[src/rtl/arcade_input_mapper_if.sv]
`default_nettype none
// ============================================================================
// Module  : arcade_input_mapper_if
// Brief   : ioctl download port bundle feeding the arcade input mapper.
// Revision: 1.0 - initial release
// ============================================================================
interface arcade_input_mapper_if;
    logic        ioctl_wr;
    logic [7:0]  ioctl_index;
    logic [24:0] ioctl_addr;
    logic [7:0]  ioctl_dout;

    modport master (
        output ioctl_wr,
        output ioctl_index,
        output ioctl_addr,
        output ioctl_dout
    );

    modport slave (
        input ioctl_wr,
        input ioctl_index,
        input ioctl_addr,
        input ioctl_dout
    );
endinterface
`default_nettype wire

[src/rtl/arcade_input_mapper.sv]
`default_nettype none
// ============================================================================
// Module  : arcade_input_mapper
// Brief   : Keyboard/joystick merge, rotation remap, coin pulse shaping and
//           DIP bank. Optional macro AUTO_COIN_EN makes start also insert coin.
// Revision: 1.0 - initial release
// ============================================================================
module arcade_input_mapper #(
    parameter int PLAYERS    = 2,
    parameter int DIP_BYTES  = 8,
    parameter int COIN_PULSE = 600000
) (
    input  logic                   clk_sys,
    input  logic                   reset_n,
    input  logic [10:0]            ps2_key,
    input  logic [16*PLAYERS-1:0]  joystick,
    input  logic [1:0]             rotate,
    arcade_input_mapper_if.slave   ioctl,
    output logic [PLAYERS-1:0]     p_up,
    output logic [PLAYERS-1:0]     p_down,
    output logic [PLAYERS-1:0]     p_left,
    output logic [PLAYERS-1:0]     p_right,
    output logic [PLAYERS-1:0]     p_fire,
    output logic [PLAYERS-1:0]     p_start,
    output logic [PLAYERS-1:0]     p_coin,
    output logic                   test,
    output logic [8*DIP_BYTES-1:0] dip,
    output logic                   dip_valid
);

    localparam int                 c_CNT_W = (COIN_PULSE > 1) ? $clog2(COIN_PULSE) : 1;
    localparam logic [c_CNT_W-1:0] c_LOAD  = c_CNT_W'(COIN_PULSE - 1);

    localparam int c_K_P1_UP    = 0;
    localparam int c_K_P1_DN    = 1;
    localparam int c_K_P1_LT    = 2;
    localparam int c_K_P1_RT    = 3;
    localparam int c_K_P1_SPACE = 4;
    localparam int c_K_P1_CTRL  = 5;
    localparam int c_K_P1_START = 6;
    localparam int c_K_P1_F1    = 7;
    localparam int c_K_P1_COIN  = 8;
    localparam int c_K_P2_UP    = 9;
    localparam int c_K_P2_DN    = 10;
    localparam int c_K_P2_LT    = 11;
    localparam int c_K_P2_RT    = 12;
    localparam int c_K_P2_FIRE  = 13;
    localparam int c_K_P2_START = 14;
    localparam int c_K_P2_F2    = 15;
    localparam int c_K_P2_COIN  = 16;
    localparam int c_K_TEST     = 17;
    localparam int c_KN         = 18;

    typedef enum logic [1:0] {
        S_IDLE     = 2'd0,
        S_PULSE    = 2'd1,
        S_LOCK     = 2'd2,
        S_WAIT_REL = 2'd3
    } coin_state_t;

    logic              r_key_tog;
    logic [c_KN-1:0]   r_keys;
    logic [c_KN-1:0]   w_hit;
    logic              w_kev;
    logic [8:0]        w_code;
    logic              r_test;

    assign w_kev  = ps2_key[10] ^ r_key_tog;
    assign w_code = ps2_key[8:0];

    // Arrow keys ignore the E0 prefix bit; every other key matches all 9 bits.
    always_comb begin
        w_hit               = '0;
        w_hit[c_K_P1_UP]    = (w_code[7:0] == 8'h75);
        w_hit[c_K_P1_DN]    = (w_code[7:0] == 8'h72);
        w_hit[c_K_P1_LT]    = (w_code[7:0] == 8'h6B);
        w_hit[c_K_P1_RT]    = (w_code[7:0] == 8'h74);
        w_hit[c_K_P1_SPACE] = (w_code == 9'h029);
        w_hit[c_K_P1_CTRL]  = (w_code == 9'h014);
        w_hit[c_K_P1_START] = (w_code == 9'h016);
        w_hit[c_K_P1_F1]    = (w_code == 9'h005);
        w_hit[c_K_P1_COIN]  = (w_code == 9'h02E);
        w_hit[c_K_P2_UP]    = (w_code == 9'h02D);
        w_hit[c_K_P2_DN]    = (w_code == 9'h02B);
        w_hit[c_K_P2_LT]    = (w_code == 9'h023);
        w_hit[c_K_P2_RT]    = (w_code == 9'h034);
        w_hit[c_K_P2_FIRE]  = (w_code == 9'h01C);
        w_hit[c_K_P2_START] = (w_code == 9'h01E);
        w_hit[c_K_P2_F2]    = (w_code == 9'h006);
        w_hit[c_K_P2_COIN]  = (w_code == 9'h036);
        w_hit[c_K_TEST]     = (w_code == 9'h02C);
    end

    always_ff @(posedge clk_sys or negedge reset_n) begin
        if (!reset_n) begin
            r_key_tog <= 1'b0;
            r_keys    <= '0;
            r_test    <= 1'b0;
        end else begin
            r_key_tog <= ps2_key[10];
            if (w_kev) begin
                r_keys <= (r_keys & ~w_hit) | (w_hit & {c_KN{ps2_key[9]}});
            end
            r_test <= r_keys[c_K_TEST];
        end
    end

    assign test = r_test;

    for (genvar p = 0; p < PLAYERS; p++) begin : g_player
        logic               w_kb_up, w_kb_dn, w_kb_lt, w_kb_rt;
        logic               w_kb_fire, w_kb_start, w_kb_coin;
        logic               w_up, w_dn, w_lt, w_rt, w_fire, w_start, w_coin;
        logic               w_o_up, w_o_dn, w_o_lt, w_o_rt;
        logic               r_up, r_dn, r_lt, r_rt, r_fire, r_start;
        logic               r_coin_out, r_coin_prev;
        coin_state_t        r_state, w_state_nxt;
        logic [c_CNT_W-1:0] r_cnt, w_cnt_nxt;
        logic [15:0]        w_joy;
        logic               w_unused_joy;

        assign w_joy        = joystick[16*p +: 16];
        assign w_unused_joy = ^w_joy[15:7];

        if (p == 0) begin : g_kb_p1
            assign w_kb_up    = r_keys[c_K_P1_UP];
            assign w_kb_dn    = r_keys[c_K_P1_DN];
            assign w_kb_lt    = r_keys[c_K_P1_LT];
            assign w_kb_rt    = r_keys[c_K_P1_RT];
            assign w_kb_fire  = r_keys[c_K_P1_SPACE] | r_keys[c_K_P1_CTRL];
            assign w_kb_start = r_keys[c_K_P1_START] | r_keys[c_K_P1_F1];
            assign w_kb_coin  = r_keys[c_K_P1_COIN];
        end else if (p == 1) begin : g_kb_p2
            assign w_kb_up    = r_keys[c_K_P2_UP];
            assign w_kb_dn    = r_keys[c_K_P2_DN];
            assign w_kb_lt    = r_keys[c_K_P2_LT];
            assign w_kb_rt    = r_keys[c_K_P2_RT];
            assign w_kb_fire  = r_keys[c_K_P2_FIRE];
            assign w_kb_start = r_keys[c_K_P2_START] | r_keys[c_K_P2_F2];
            assign w_kb_coin  = r_keys[c_K_P2_COIN];
        end else begin : g_kb_none
            assign w_kb_up    = 1'b0;
            assign w_kb_dn    = 1'b0;
            assign w_kb_lt    = 1'b0;
            assign w_kb_rt    = 1'b0;
            assign w_kb_fire  = 1'b0;
            assign w_kb_start = 1'b0;
            assign w_kb_coin  = 1'b0;
        end

        assign w_rt    = w_kb_rt    | w_joy[0];
        assign w_lt    = w_kb_lt    | w_joy[1];
        assign w_dn    = w_kb_dn    | w_joy[2];
        assign w_up    = w_kb_up    | w_joy[3];
        assign w_fire  = w_kb_fire  | w_joy[4];
        assign w_start = w_kb_start | w_joy[5];
`ifdef AUTO_COIN_EN
        assign w_coin  = w_kb_coin | w_joy[6] | w_start;
`else
        assign w_coin  = w_kb_coin | w_joy[6];
`endif

        always_comb begin
            w_o_up = w_up;
            w_o_dn = w_dn;
            w_o_lt = w_lt;
            w_o_rt = w_rt;
            case (rotate)
                2'd1: begin w_o_up = w_lt; w_o_dn = w_rt; w_o_lt = w_dn; w_o_rt = w_up; end
                2'd2: begin w_o_up = w_rt; w_o_dn = w_lt; w_o_lt = w_up; w_o_rt = w_dn; end
                2'd3: begin w_o_up = w_dn; w_o_dn = w_up; w_o_lt = w_rt; w_o_rt = w_lt; end
                default: ;
            endcase
        end

        always_ff @(posedge clk_sys or negedge reset_n) begin
            if (!reset_n) begin
                r_up    <= 1'b0;
                r_dn    <= 1'b0;
                r_lt    <= 1'b0;
                r_rt    <= 1'b0;
                r_fire  <= 1'b0;
                r_start <= 1'b0;
            end else begin
                r_up    <= w_o_up;
                r_dn    <= w_o_dn;
                r_lt    <= w_o_lt;
                r_rt    <= w_o_rt;
                r_fire  <= w_fire;
                r_start <= w_start;
            end
        end

        // Only IDLE reacts to a coin edge, so edges seen during PULSE/LOCK are lost.
        always_comb begin
            w_state_nxt = r_state;
            w_cnt_nxt   = r_cnt;
            case (r_state)
                S_IDLE: begin
                    if (w_coin && !r_coin_prev) begin
                        w_state_nxt = S_PULSE;
                        w_cnt_nxt   = c_LOAD;
                    end
                end
                S_PULSE: begin
                    if (r_cnt == '0) begin
                        w_state_nxt = S_LOCK;
                        w_cnt_nxt   = c_LOAD;
                    end else begin
                        w_cnt_nxt   = r_cnt - 1'b1;
                    end
                end
                S_LOCK: begin
                    if (r_cnt == '0) begin
                        w_state_nxt = w_coin ? S_WAIT_REL : S_IDLE;
                    end else begin
                        w_cnt_nxt   = r_cnt - 1'b1;
                    end
                end
                S_WAIT_REL: begin
                    if (!w_coin) begin
                        w_state_nxt = S_IDLE;
                    end
                end
                default: w_state_nxt = S_IDLE;
            endcase
        end

        always_ff @(posedge clk_sys or negedge reset_n) begin
            if (!reset_n) begin
                r_state     <= S_IDLE;
                r_cnt       <= '0;
                r_coin_prev <= 1'b0;
                r_coin_out  <= 1'b0;
            end else begin
                r_state     <= w_state_nxt;
                r_cnt       <= w_cnt_nxt;
                r_coin_prev <= w_coin;
                r_coin_out  <= (r_state == S_PULSE);
            end
        end

        assign p_up[p]    = r_up;
        assign p_down[p]  = r_dn;
        assign p_left[p]  = r_lt;
        assign p_right[p] = r_rt;
        assign p_fire[p]  = r_fire;
        assign p_start[p] = r_start;
        assign p_coin[p]  = r_coin_out;
    end

    logic                   w_dip_we;
    logic [8*DIP_BYTES-1:0] r_dip;
    logic                   r_dip_valid;

    assign w_dip_we = ioctl.ioctl_wr && (ioctl.ioctl_index == 8'd254) &&
                      (ioctl.ioctl_addr < 25'(DIP_BYTES));

    always_ff @(posedge clk_sys or negedge reset_n) begin
        if (!reset_n) begin
            r_dip       <= '1;
            r_dip_valid <= 1'b0;
        end else if (w_dip_we) begin
            for (int b = 0; b < DIP_BYTES; b++) begin
                if (ioctl.ioctl_addr[2:0] == 3'(b)) begin
                    r_dip[8*b +: 8] <= ioctl.ioctl_dout;
                end
            end
            if (ioctl.ioctl_addr[2:0] == 3'(DIP_BYTES - 1)) begin
                r_dip_valid <= 1'b1;
            end
        end
    end

    assign dip       = r_dip;
    assign dip_valid = r_dip_valid;

endmodule
`default_nettype wire

[src/flat_wrapper.sv]
// flat-port wrapper written by rule: the top's interface ports become plain ports
module arcade_input_mapper_flat 
#(
    parameter int PLAYERS    = 2,
    parameter int DIP_BYTES  = 8,
    parameter int COIN_PULSE = 600000
)
  (clk_sys, reset_n, ps2_key, joystick, rotate, p_up, p_down, p_left, p_right, p_fire, p_start, p_coin, test, dip, dip_valid, ioctl_ioctl_wr, ioctl_ioctl_index, ioctl_ioctl_addr, ioctl_ioctl_dout);
  arcade_input_mapper_if ioctl_i ();
  input  logic clk_sys;
  input  logic reset_n;
  input  logic [10:0] ps2_key;
  input  logic [16*PLAYERS-1:0] joystick;
  input  logic [1:0] rotate;
  output logic [PLAYERS-1:0] p_up;
  output logic [PLAYERS-1:0] p_down;
  output logic [PLAYERS-1:0] p_left;
  output logic [PLAYERS-1:0] p_right;
  output logic [PLAYERS-1:0] p_fire;
  output logic [PLAYERS-1:0] p_start;
  output logic [PLAYERS-1:0] p_coin;
  output logic test;
  output logic [8*DIP_BYTES-1:0] dip;
  output logic dip_valid;
  input wire logic [$bits(ioctl_i.ioctl_wr)-1:0] ioctl_ioctl_wr;
  input wire logic [$bits(ioctl_i.ioctl_index)-1:0] ioctl_ioctl_index;
  input wire logic [$bits(ioctl_i.ioctl_addr)-1:0] ioctl_ioctl_addr;
  input wire logic [$bits(ioctl_i.ioctl_dout)-1:0] ioctl_ioctl_dout;
  assign ioctl_i.ioctl_wr = ioctl_ioctl_wr;
  assign ioctl_i.ioctl_index = ioctl_ioctl_index;
  assign ioctl_i.ioctl_addr = ioctl_ioctl_addr;
  assign ioctl_i.ioctl_dout = ioctl_ioctl_dout;
  arcade_input_mapper #(.PLAYERS(PLAYERS), .DIP_BYTES(DIP_BYTES), .COIN_PULSE(COIN_PULSE)) u_core (.clk_sys(clk_sys), .reset_n(reset_n), .ps2_key(ps2_key), .joystick(joystick), .rotate(rotate), .ioctl(ioctl_i), .p_up(p_up), .p_down(p_down), .p_left(p_left), .p_right(p_right), .p_fire(p_fire), .p_start(p_start), .p_coin(p_coin), .test(test), .dip(dip), .dip_valid(dip_valid));
endmodule
[config.mk]
export PLATFORM = sky130hd
export DESIGN_NAME = arcade_input_mapper_flat
export DESIGN_NICKNAME = d
export VERILOG_FILES = /design/src/rtl/arcade_input_mapper_if.sv /design/src/rtl/arcade_input_mapper.sv /design/src/flat_wrapper.sv
export SDC_FILE = /design/constraint.sdc
export NUM_CORES = 1
export LEC_CHECK = 0
export ABC_AREA = 1
export CAP_MARGIN = 20
export CORE_UTILIZATION = 55
export DETAILED_ROUTE_END_ITERATION = 8
export GPL_TIMING_DRIVEN = 0
export PLACE_DENSITY = 0.95
export SLEW_MARGIN = 20
export SYNTH_ARGS = -nofsm -noshare
export SYNTH_HDL_FRONTEND = slang
export SYNTH_SLANG_ARGS = --single-unit
[constraint.sdc]
create_clock -name clk_sys -period 2.4 [get_ports clk_sys]
set_input_delay 0.36 -clock clk_sys [delete_from_list [all_inputs] [get_ports clk_sys]]
set_output_delay 0.36 -clock clk_sys [all_outputs]
set_load 0.005 [all_outputs]
-- After elaboration in Yosys (flattened, before gate mapping)
Cells that the tools add are included.
- reduce and logical (&&, ||, !) cells: 25
- $lt $le $gt $ge: 1
- bitwise logic cells: 22
- multiplexer cells: 28
- add/subtract/negate cells: 2
- shift-type cells: 0
- div/mod/pow operators: 0
- equal/unequal tests: 45
- $mul: 0
- operators by type and width (operator ; number):
    $mux W20 ; 6
    $pmux W20 S3 ; 2
    $eq A9 B6 Y1 const B ; 8
    $logic_not A20 Y1 ; 2
    $sub A20 B1 Y20 const B ; 2
    $and A18 B18 Y18 ; 2
    $eq A9 B5 Y1 const B ; 4
    $eq A8 B7 Y1 const B ; 4
    $lt A25 B4 Y1 const B ; 1
    $pmux W1 S3 ; 8
    $mux W2 ; 10
    $eq A9 B3 Y1 const B ; 2
    $not A18 Y18 ; 1
    $or A18 B18 Y18 ; 1
    $or A1 B1 Y1 ; 17
    $pmux W2 S4 ; 2
    $reduce_and A2 Y1 ; 8
    $eq A2 B2 Y1 const B ; 6
    $eq A3 B3 Y1 const B ; 4
    $ne A2 B1 Y1 const B ; 6
    $eq A8 B8 Y1 const B ; 1
    $ne A2 B2 Y1 const B ; 4
    $reduce_and A4 Y1 ; 2
    $eq A2 B1 Y1 const B ; 3
    9 further kinds ; 17
- register bits: 145
- logic and storage cells: 155
- memories kept: 0
- bits in read-only memories: 0
- input bits: 89
- bits in writable memories: 0
- output and inout port bits: 80
- bits in latches: 0

-- Depth between registers and ports, before layout
Gate-level depths: netlist of run 1.
- depth in word-level cells: 4
- mapped depth: 11
- gate-level depth less buffers: 11

-- Worst setup path before layout of run 1
No wires, ideal clock.
- path type: register to register
- start: register u_core.g_player[1].r_cnt[0]
- end: register u_core.g_player[1].r_cnt[8]
- library setup time: 129 ps
- clock period less this slack: 1623 ps
- buffers on the path: 1
- required time: 2271 ps
- cell stages (with the launch flop): 10
- setup slack: 777 ps
- data arrival time: 1493 ps
- cells stage by stage: dfrtp_1 -> inv_1 -> ha_1 -> nor3b_1 -> nand4_2 -> nand2_4 -> inv_2 -> buf_6 -> nor2_1 -> a21oi_1
- word-level cells in the longest chain between the ends: 3
- elaborated cells between the ends (all ways): 7
- classes of those cells: add/sub (1); eq/ne (1); mux (3); reduce/logical (2)
- ends and longest elaborated chain (item ; line ; RTL):
    start, declared ; arcade_input_mapper.sv:118 ; logic [c_CNT_W-1:0] r_cnt, w_cnt_nxt;
    start signal, assigned ; arcade_input_mapper.sv:237 ; r_cnt <= w_cnt_nxt;
    $sub A20 B1 Y20 / $logic_not A20 Y1 (equally long branches) ; - ;
    $mux W20 (tied with other cells) ; arcade_input_mapper.sv:214 ; if (r_cnt == '0) begin
    $pmux W20 S3 / $reduce_and A3 Y1 (equally long branches) ; - ;
Parallel ways exist; a longest one is shown, timed or not. The select of a mux whose other input is x is not followed.
A chain may end at the register's enable or synchronous reset.

-- Worst setup path in the final report of run 1
- start: register u_core.g_player[1].r_state[0]
- end: register u_core.g_player[1].r_cnt[3]
- word-level cells in the longest chain between the ends: 3
- elaborated cells between the ends (all ways): 8
- classes of those cells: eq/ne (4); mux (1); reduce/logical (3)
- ends and longest elaborated chain (item ; line ; RTL):
    start, declared ; arcade_input_mapper.sv:117 ; coin_state_t r_state, w_state_nxt;
    start signal, assigned ; arcade_input_mapper.sv:236 ; r_state <= w_state_nxt;
    $eq A2 B2 Y1 (tied with other cells) ; arcade_input_mapper.sv:198 ; case (r_state)
    $ne A2 B2 Y1 (no line) (tied with other cells) ; - ;
    $reduce_and A3 Y1 (no line) ; - ;
Parallel ways exist; a longest one is shown, timed or not.

==> tab_implementation.tex, run 1 <==
\begin{tabular}{lr}
\hline
Metric & Value \\
\hline
\multicolumn{2}{l}{\textbf{Routing}} \\
\quad Average detailed-routed wire length per instance & $\sim$16 µm \\
\quad Top layer used by detailed routing & met4 \\
\quad Met1 layer wirelength in the final routing & 8.25 mm \\
\quad Final wirelength & 20.6 mm \\
\quad Met3 wire length & about 1.2 mm \\
\quad DR iter-0 viols & 600 \\
\quad Vias per cell & 5.56 \\
\quad Wire length on met2 & 10.4 mm \\
\quad First-pass iteration count of the detailed router & 5 \\
\quad Via count & 7,228 \\
\quad Remaining number of nets flagged by the antenna check after routing & 0 \\
\quad DRC errors left & 0 \\
\multicolumn{2}{l}{\textbf{Clocking}} \\
\quad PostCTS Resize Cnt & 0 \\
\quad Clock net sink count & 145 \\
\quad Post-CTS setup repair buffer count & 0 \\
\quad Clock network latency to the later pin of the worst-skew pair & roughly 0.42 ns \\
\quad Total number of H-tree levels & 4 \\
\quad Clock-pin transition on the worst setup and hold timing paths & 0.07 ns \\
\quad Num CTS Buffers & 17 \\
\quad Buffer levels on the longest clock path & 2 \\
\quad CTS tree & yes \\
\quad Clock root buffer & sky130\_fd\_sc\_hd\_\_clkbuf\_16 \\
\multicolumn{2}{l}{\textbf{Setup path}} \\
\quad Depth of the most critical reg-to-reg path & 7 \\
\quad Most Frequent Cell on Critical Path & sky130\_fd\_sc\_hd\_\_clkbuf\_1 \\
\quad Largest stage delay, worst path & 0.45 ns \\
\quad Data arrival time of the critical path & 2.39 ns \\
\quad Cell with the largest stage delay on the worst path & sky130\_fd\_sc\_hd\_\_dfrtp\_1 \\
\quad Max FO, Critical Path & 10 \\
\quad Critical setup path kind & reg -> reg \\
\quad CP Cell Sequence & inv\_1 -> ha\_1 -> or2\_2 -> clkbuf\_1 -> clkbuf\_1 -> nand2\_1 -> a21oi\_1 \\
\quad Endpoint kind of the worst setup timing path & flip-flop \\
\quad Setup crit start kind & flip-flop \\
\quad Reg2reg setup slack & 0.35 ns \\
\quad Required time reported for the critical path endpoint & roughly 2.7 ns \\
\multicolumn{2}{l}{\textbf{STA}} \\
\quad Slew @ Worst Pin & roughly 0.80 ns \\
\quad Final min period & 2.05 ns \\
\quad Max Fclk & 488 MHz \\
\quad Number of hold violations in the final report & 0 \\
\quad Relative slew margins & 46.5\% \\
\quad Period Utilization, post-route & 85.3\% \\
\quad Final Skew & 0.00608 ns \\
\quad Unrepaired setup endpoints after global routing & false \\
\quad Number of failing setup endpoints in the final timing report & 0 \\
\quad Count of final max-slew check failures & 0 \\
\multicolumn{2}{l}{\textbf{Synth}} \\
\quad Total of warnings raised by yosys & 0 \\
\quad Synthesized net count & $\sim$1,100 \\
\quad Proportion of synthesized flip-flops having asynchronous set or reset & 100\% \\
\quad Synthesized area & 7640 µm² \\
\quad Post-synthesis instance total & 950 \\
\quad Most instantiated flip-flop cell in the synthesis netlist & sky130\_fd\_sc\_hd\_\_dfrtp\_1 \\
\quad Number of synthesized register bits & 145 \\
\quad Mean cell area of the mapped netlist & 8.04 µm² \\
\quad Count of unique library cells instantiated by Yosys & 48 \\
\quad Number of flops mapped to enable cells by yosys & 0 \\
\quad Proportion of synthesized chip area in sequential cells & 48.6\% \\
\multicolumn{2}{l}{\textbf{Floorplan}} \\
\quad Chip width & roughly 120 µm \\
\quad Die footprint & 14,400 µm² \\
\quad Number of rows created at floorplan & 42 \\
\quad DIE HEIGHT & 120 µm \\
\quad Standard cell core area & 13,400 µm² \\
\quad Initial core utilization & around 57\% \\
\quad I/O pins & 169 \\
\multicolumn{2}{l}{\textbf{Place}} \\
\quad Post-detailed-placement half-perimeter wirelength & 14.2 mm \\
\quad Gp weighted congestion & between 0.8 and 0.9 \\
\quad Number of input and output port buffers inserted & 141 \\
\quad Area after detailed placement & 9300 µm² \\
\multicolumn{2}{l}{\textbf{Cells and area}} \\
\quad Diode count & 0 \\
\quad Area taken by multi-input logic gates & 3370 µm² \\
\quad Number of fill cells in the layout & $\sim$890 \\
\quad Number of nets in the layout & 1,215 \\
\quad Share of final-layout standard cells stronger than drive strength 1 & 14.8\% \\
\quad Sequential Area & 3710 µm² \\
\quad Area delta synth->final & 30.3\% \\
\quad End-of-flow core utilization & 74.3\% \\
\quad Finished layout cell area & 9950 µm² \\
\multicolumn{2}{l}{\textbf{Run status}} \\
\quad Status & completed \\
\multicolumn{2}{l}{\textbf{Global routing}} \\
\quad Antenna violations before repair & 0 \\
\quad Overall global routing resource usage & 30.3\% \\
\quad Global-route wire length before repair & 34.2 mm \\
\quad Overflow left after global routing & 0 \\
\quad Via count of the first global-routing pass & 7,056 \\
\quad Largest net degree at the start of global routing & 84 \\
\multicolumn{2}{l}{\textbf{Power and ir drop}} \\
\quad Power per Cell Area & approximately 710 nW/µm² \\
\quad Peak ir drop on the vdd network & approximately 0.66 mV \\
\quad Total leakage power & 4.69 nW \\
\multicolumn{2}{l}{\textbf{Min path}} \\
\quad Class of the tightest hold or removal check & in -> reg \\
\quad WHS Path Cells & 3 \\
\multicolumn{2}{l}{\textbf{Run}} \\
\quad Max-cap violation count & 0 \\
\hline
\end{tabular}
critical path, delay by kind of cell (launching register included):
family                   cells  cell delay, ns
AND/OR/NAND/NOR              2            0.32
adder cells (fa/ha/maj)      1            0.22
flip-flops                   1            0.45
buffers and inverters        3            0.76
AO/OA/AOI/OAI                1            0.21
worst paths after layout:
path                                               startpoint                          end
worst max-delay path            u_core.g_player[1].r_state[0]  u_core.g_player[1].r_cnt[3]
worst min-delay path                      ioctl_ioctl_dout[4]               u_core.dip[60]
worst max register to register  u_core.g_player[1].r_state[0]  u_core.g_player[1].r_cnt[3]
worst min register to register                      flip-flop                  u_core.test
max in group asynchronous                             reset_n               u_core.dip[55]
min in group asynchronous                             reset_n             u_core.dip_valid
synthesized netlist by cell type, drive strengths merged, types with 2 or more instances:
library cell	count	area share [%]
nand3	110	7.3
nor3b	3	0.36
o221ai	5	0.57
dfstp	64	22
dfrtp	81	27
inv	84	4.2
nand4	22	2.0
o211ai	2	0.20
o22ai	4	0.33
clkbuf	5	0.25
or2	6	0.49
nor2	139	8.0
nor3	9	0.66
and2	2	0.16
a31oi	3	0.25
mux2i	2	0.26
o21ai	26	1.7
xor2	7	0.80
o21bai	2	0.20
xnor2	7	0.80
a22oi	5	0.49
a21oi	39	2.6
buf	34	2.9
ha	14	2.3
nand2	267	14
report_power, final:
| group | total [mW] | internal [mW] | switching, mW |
|---|---|---|---|
| registers | 2.78 | 2.61 | 0.170 |
| logic | 1.36 | 0.538 | 0.826 |
| clock network | 2.88 | 1.70 | 1.18 |
through the flow:
| stage | total power, mW | setup TNS (ns) | setup slack (ns) | cells | hold slack [ns] |
|---|---|---|---|---|---|
| final | 7.02 | 0 | 0.352 | 1301 | 0.362 |
| after global routing | 7.31 | 0 | 0.245 | 1301 | 0.370 |
| after CTS | 7.02 | 0 | 0.406 | 1301 | 0.335 |
| after detailed placement | 4.12 | 0 | 0.290 | 1268 | 0.322 |
| after global placement | 4.05 | -544.29 | -4.53 | 1267 | 0.368 |
| after floorplan | 3.66 | 0 | 0.777 | 950 | 0.0644 |
cells in the final DEF, fill, tap and decap left out, drive strengths merged, types with 7 or more instances in the layout:
master and count:
nand2 267, clkdlybuf4s50 140, nor2 139, nand3 110
inv 95, dfrtp 81, dfstp 64, a21oi 39
buf 36, o21ai 26, nand4 22, clkbuf 22
ha 14, nor3 9, xnor2 7, xor2 7
layout make-up:
type	instances	share of cell area, %
sequential	145	37.3
multi-input combinational	681	33.8
timing repair buffer	143	14.6
clock buffer	17	4.28
inverter	85	3.23
buffer	39	2.43
tap	176	2.21
clock inverter	15	2.14
metal layers:
layer | global-route usage (%) | vias up
li1 | - | 3397
met1 | 36.8 | 3462
met2 | 52.7 | 314
met3 | 5.75 | 55
met4 | 12.7 | 0
met5 | 0 | -
kinds of logic after synthesis:
family | Yosys count | share of synthesized area (%)
compound gates | 90 | 6.72
xor+xnor | 14 | 1.61
fa+ha+maj | 14 | 2.29
buf+inv | 124 | 7.37
flops | 145 | 48.6
mux | 3 | 0.410
simple gates | 560 | 33.1
what timing repair did:
item                       4_1_cts  5_1_grt
setup endpoints to repair        0        0
hold endpoints to repair        25        0
hold buffers                     1        0
Power figures use the tool's default switching activity.
==> inputs of run 2 (changes only) <==
--- a/config.mk
+++ b/config.mk
@@ -7,6 +7,7 @@
 export LEC_CHECK = 0
 export ABC_AREA = 1
 export CAP_MARGIN = 20
+export CORE_ASPECT_RATIO = 1.2
 export CORE_UTILIZATION = 55
 export DETAILED_ROUTE_END_ITERATION = 8
 export GPL_TIMING_DRIVEN = 0
==> run 2 against run 1 <==
  * Fmax increased by 7.8%
  * Clock skew increased by 0.0040 ns
  * Clock power decreased by 6%
  * Via count decreased by 1.3%
  * Worst setup slack improved by 0.15 ns
  * Highest routed layer unchanged
==> tab_implementation.tex, run 2 (synthesis gave the netlist of run 1 again) <==
\begin{tabular}{lr}
\hline
Metric & Value \\
\hline
\multicolumn{2}{l}{\textbf{Global routing}} \\
\quad Global-route wire length before repair & 32.2 mm (was 34.2 mm) \\
\quad Global routing usage on met1 & 34.1\% (was 36.8\%) \\
\quad Antenna violations before repair & 0 (unchanged) \\
\quad Overflow left after global routing & 0 (unchanged) \\
\quad Met3 global-route usage & 4.20\% (was 5.75\%) \\
\quad Met2 global-route usage & 51.6\% (was 52.7\%) \\
\quad Largest net degree at the start of global routing & 75 (was 84) \\
\quad Global route hottest layer & met2 (unchanged) \\
\quad Via count of the first global-routing pass & 6,836 (was 7,056) \\
\quad Overall global routing resource usage & 29.0\% (was 30.3\%) \\
\multicolumn{2}{l}{\textbf{Min path}} \\
\quad Startpoint of the worst hold path & ioctl\_ioctl\_dout[7] (was ioctl\_ioctl\_dout[4]) \\
\quad Class of the tightest hold or removal check & in -> reg (unchanged) \\
\multicolumn{2}{l}{\textbf{Routing}} \\
\quad Via count & 7,133 (was 7,228) \\
\quad Vias per cell & 5.52 (was 5.56) \\
\quad First-pass iteration count of the detailed router & 7 (was 5) \\
\quad Average detailed-routed wire length per instance & 15.4 µm (was 15.8 µm) \\
\quad Remaining number of nets flagged by the antenna check after routing & 0 (unchanged) \\
\quad DRC errors left & 0 (unchanged) \\
\quad DR iter-0 viols & 509 (was 600) \\
\quad Final wirelength & 19.9 mm (was 20.6 mm) \\
\multicolumn{2}{l}{\textbf{Power and ir drop}} \\
\quad Peak ir drop on the vdd network & 0.547 mV (was 0.662 mV) \\
\quad Total leakage power & 4.68 nW (was 4.69 nW) \\
\quad Power per Cell Area & 688 nW/µm² (was 706 nW/µm²) \\
\quad Power after layout & 6.81 mW (was 7.02 mW) \\
\multicolumn{2}{l}{\textbf{Clocking}} \\
\quad Clock root buffer & sky130\_fd\_sc\_hd\_\_clkbuf\_16 (unchanged) \\
\quad CTS tree & yes (unchanged) \\
\quad Num CTS Buffers & 17 (unchanged) \\
\quad PostCTS Resize Cnt & 0 (unchanged) \\
\quad Buffer levels on the longest clock path & 2 (unchanged) \\
\quad Total number of H-tree levels & 4 (unchanged) \\
\quad Clock net sink count & 145 (unchanged) \\
\quad Clock network latency to the later pin of the worst-skew pair & 0.42 ns (about the same) \\
\quad Clock-pin transition on the worst setup and hold timing paths & 0.06 ns (was 0.07 ns) \\
\multicolumn{2}{l}{\textbf{Place}} \\
\quad Gp weighted congestion & 0.906 (was 0.883) \\
\quad Post-detailed-placement half-perimeter wirelength & 14.2 mm (about the same) \\
\quad Number of input and output port buffers inserted & 141 (unchanged) \\
\quad Worst setup slack before clock tree synthesis & 0.329 ns (was 0.290 ns) \\
\multicolumn{2}{l}{\textbf{Setup path}} \\
\quad Critical setup path kind & reg -> reg (unchanged) \\
\quad Reg2reg start & u\_core.g\_player[1].r\_state[0] (unchanged) \\
\quad Data arrival time of the critical path & 2.24 ns (was 2.39 ns) \\
\quad Endpoint kind of the worst setup timing path & flip-flop (unchanged) \\
\quad Crit path from & u\_core.g\_player[1].r\_state[0] (unchanged) \\
\quad Max FO, Critical Path & 10 (unchanged) \\
\quad Required time reported for the critical path endpoint & 2.74 ns (about the same) \\
\quad Reg2reg setup slack & 0.50 ns (was 0.35 ns) \\
\quad Setup crit start kind & flip-flop (unchanged) \\
\multicolumn{2}{l}{\textbf{STA}} \\
\quad Slew @ Worst Pin & 0.734 ns (was 0.799 ns) \\
\quad Number of hold violations in the final report & 0 (unchanged) \\
\quad Unrepaired setup endpoints after global routing & false (unchanged) \\
\quad Relative slew margins & 50.9\% (was 46.5\%) \\
\quad Worst Setup Slack, final & 0.500 ns (was 0.352 ns) \\
\quad Count of final max-slew check failures & 0 (unchanged) \\
\quad Final min period & 1.90 ns (was 2.05 ns) \\
\quad Period Utilization, post-route & 79.2\% (was 85.3\%) \\
\quad Final Skew & 0.0101 ns (was 0.00608 ns) \\
\quad Max Fclk & 526 MHz (was 488 MHz) \\
\quad Number of failing setup endpoints in the final timing report & 0 (unchanged) \\
\multicolumn{2}{l}{\textbf{Cells and area}} \\
\quad Area taken by multi-input logic gates & 3370 µm² (unchanged) \\
\quad Diode count & 0 (unchanged) \\
\quad Most frequent standard cell in the layout excluding fill and tap cells & sky130\_fd\_sc\_hd\_\_nand2\_1 (unchanged) \\
\quad Number of fill cells in the layout & 875 (was 894) \\
\quad Number of nets in the layout & 1,215 (unchanged) \\
\quad Share of final-layout standard cells stronger than drive strength 1 & 14.7\% (was 14.8\%) \\
\quad Commonest cells after routing, fill and taps aside & 257 x sky130\_fd\_sc\_hd\_\_nand2\_1, 140 x sky130\_fd\_sc\_hd\_\_clkdlybuf4s50\_1, 123 x sky130\_fd\_sc\_hd\_\_nor2\_1 (unchanged) \\
\quad Sequential Area & 3710 µm² (unchanged) \\
\quad Area delta synth->final & 29.7\% (was 30.3\%) \\
\multicolumn{2}{l}{\textbf{Floorplan}} \\
\quad Standard cell core area & 13,400 µm² (about the same) \\
\quad DIE HEIGHT & 131 µm (was 120 µm) \\
\quad Chip width & 110 µm (was 120 µm) \\
\quad Die footprint & 14,400 µm² (about the same) \\
\quad Initial core utilization & 57.0\% (about the same) \\
\quad I/O pins & 169 (unchanged) \\
\quad Number of rows created at floorplan & 46 (was 42) \\
\multicolumn{2}{l}{\textbf{Run status}} \\
\quad Status & completed (unchanged) \\
\multicolumn{2}{l}{\textbf{Run}} \\
\quad Max-cap violation count & 0 (unchanged) \\
\hline
\end{tabular}
-- run 2: cell count changes in the layout (fill, tap and decap cells not counted) --
cell,before,now
sky130_fd_sc_hd__inv_6,7,1
sky130_fd_sc_hd__clkbuf_8,0,4
sky130_fd_sc_hd__clkinv_4,0,3
sky130_fd_sc_hd__inv_8,4,1
sky130_fd_sc_hd__clkinv_2,0,2
sky130_fd_sc_hd__bufinv_16,3,2
sky130_fd_sc_hd__clkbuf_1,5,6
sky130_fd_sc_hd__clkinv_8,1,0
sky130_fd_sc_hd__inv_4,1,2
-- run 2: critical path, stage by stage (launching register included) --
cell and delay (ns):
sky130_fd_sc_hd__dfrtp_1 0.44, sky130_fd_sc_hd__inv_1 0.11, sky130_fd_sc_hd__ha_1 0.22, sky130_fd_sc_hd__or2_2 0.13, sky130_fd_sc_hd__clkbuf_1 0.24, sky130_fd_sc_hd__clkbuf_1 0.40, sky130_fd_sc_hd__nand3_1 0.12, sky130_fd_sc_hd__a21oi_1 0.16
-- run 2: report_power, final --
group	switching [mW]	total, mW	internal [mW]
Sequential	0.170	2.78	2.61
Combinational	0.798	1.33	0.537
Clock	1.04	2.70	1.65
-- run 2: metrics by stage --
stage	utilization [%]	setup TNS, ns	instances	area, µm²	hold WS [ns]
detailed placement	69.3	0	1260	9290	0.358
CTS	73.9	0	1293	9910	0.316
global route	73.9	0	1293	9910	0.368
floorplan	-	0	950	7640	0.0644
global placement	69.1	-558.26	1259	9260	0.366
finish	73.9	0	1293	9910	0.347
-- run 2: layout make-up --
| cell class | instances | share of cell area, % |
|---|---|---|
| buffer | 39 | 2.44 |
| inverter | 85 | 3.24 |
| multi-input combinational | 681 | 34.0 |
| tap | 168 | 2.12 |
| clock inverter | 10 | 1.24 |
| sequential | 145 | 37.4 |
| clock buffer | 22 | 4.89 |
| timing repair buffer | 143 | 14.7 |
-- run 2: layer usage --
metal	wire [µm]	vias to the layer above	share of wire, %
li1	-	3400	-
met1	7910	3372	40
met2	10200	303	51
met3	1020	58	5.1
met4	743	0	3.7
met5	0	-	0
-- run 2: repair_timing --
item,CTS,global route
setup buffers,0,0
hold endpoints to repair,24,0
hold buffers,1,0
-- run 2: path summary, 6_finish.rpt --
path,end,cells after the start
worst max-delay path,u_core.g_player[1].r_cnt[5],7
worst min-delay path,u_core.dip[23],3
worst max register to register,u_core.g_player[1].r_cnt[5],7
worst min register to register,u_core.test,0
max in group asynchronous,u_core.dip[59],3
min in group asynchronous,u_core.g_player[1].r_lt,2
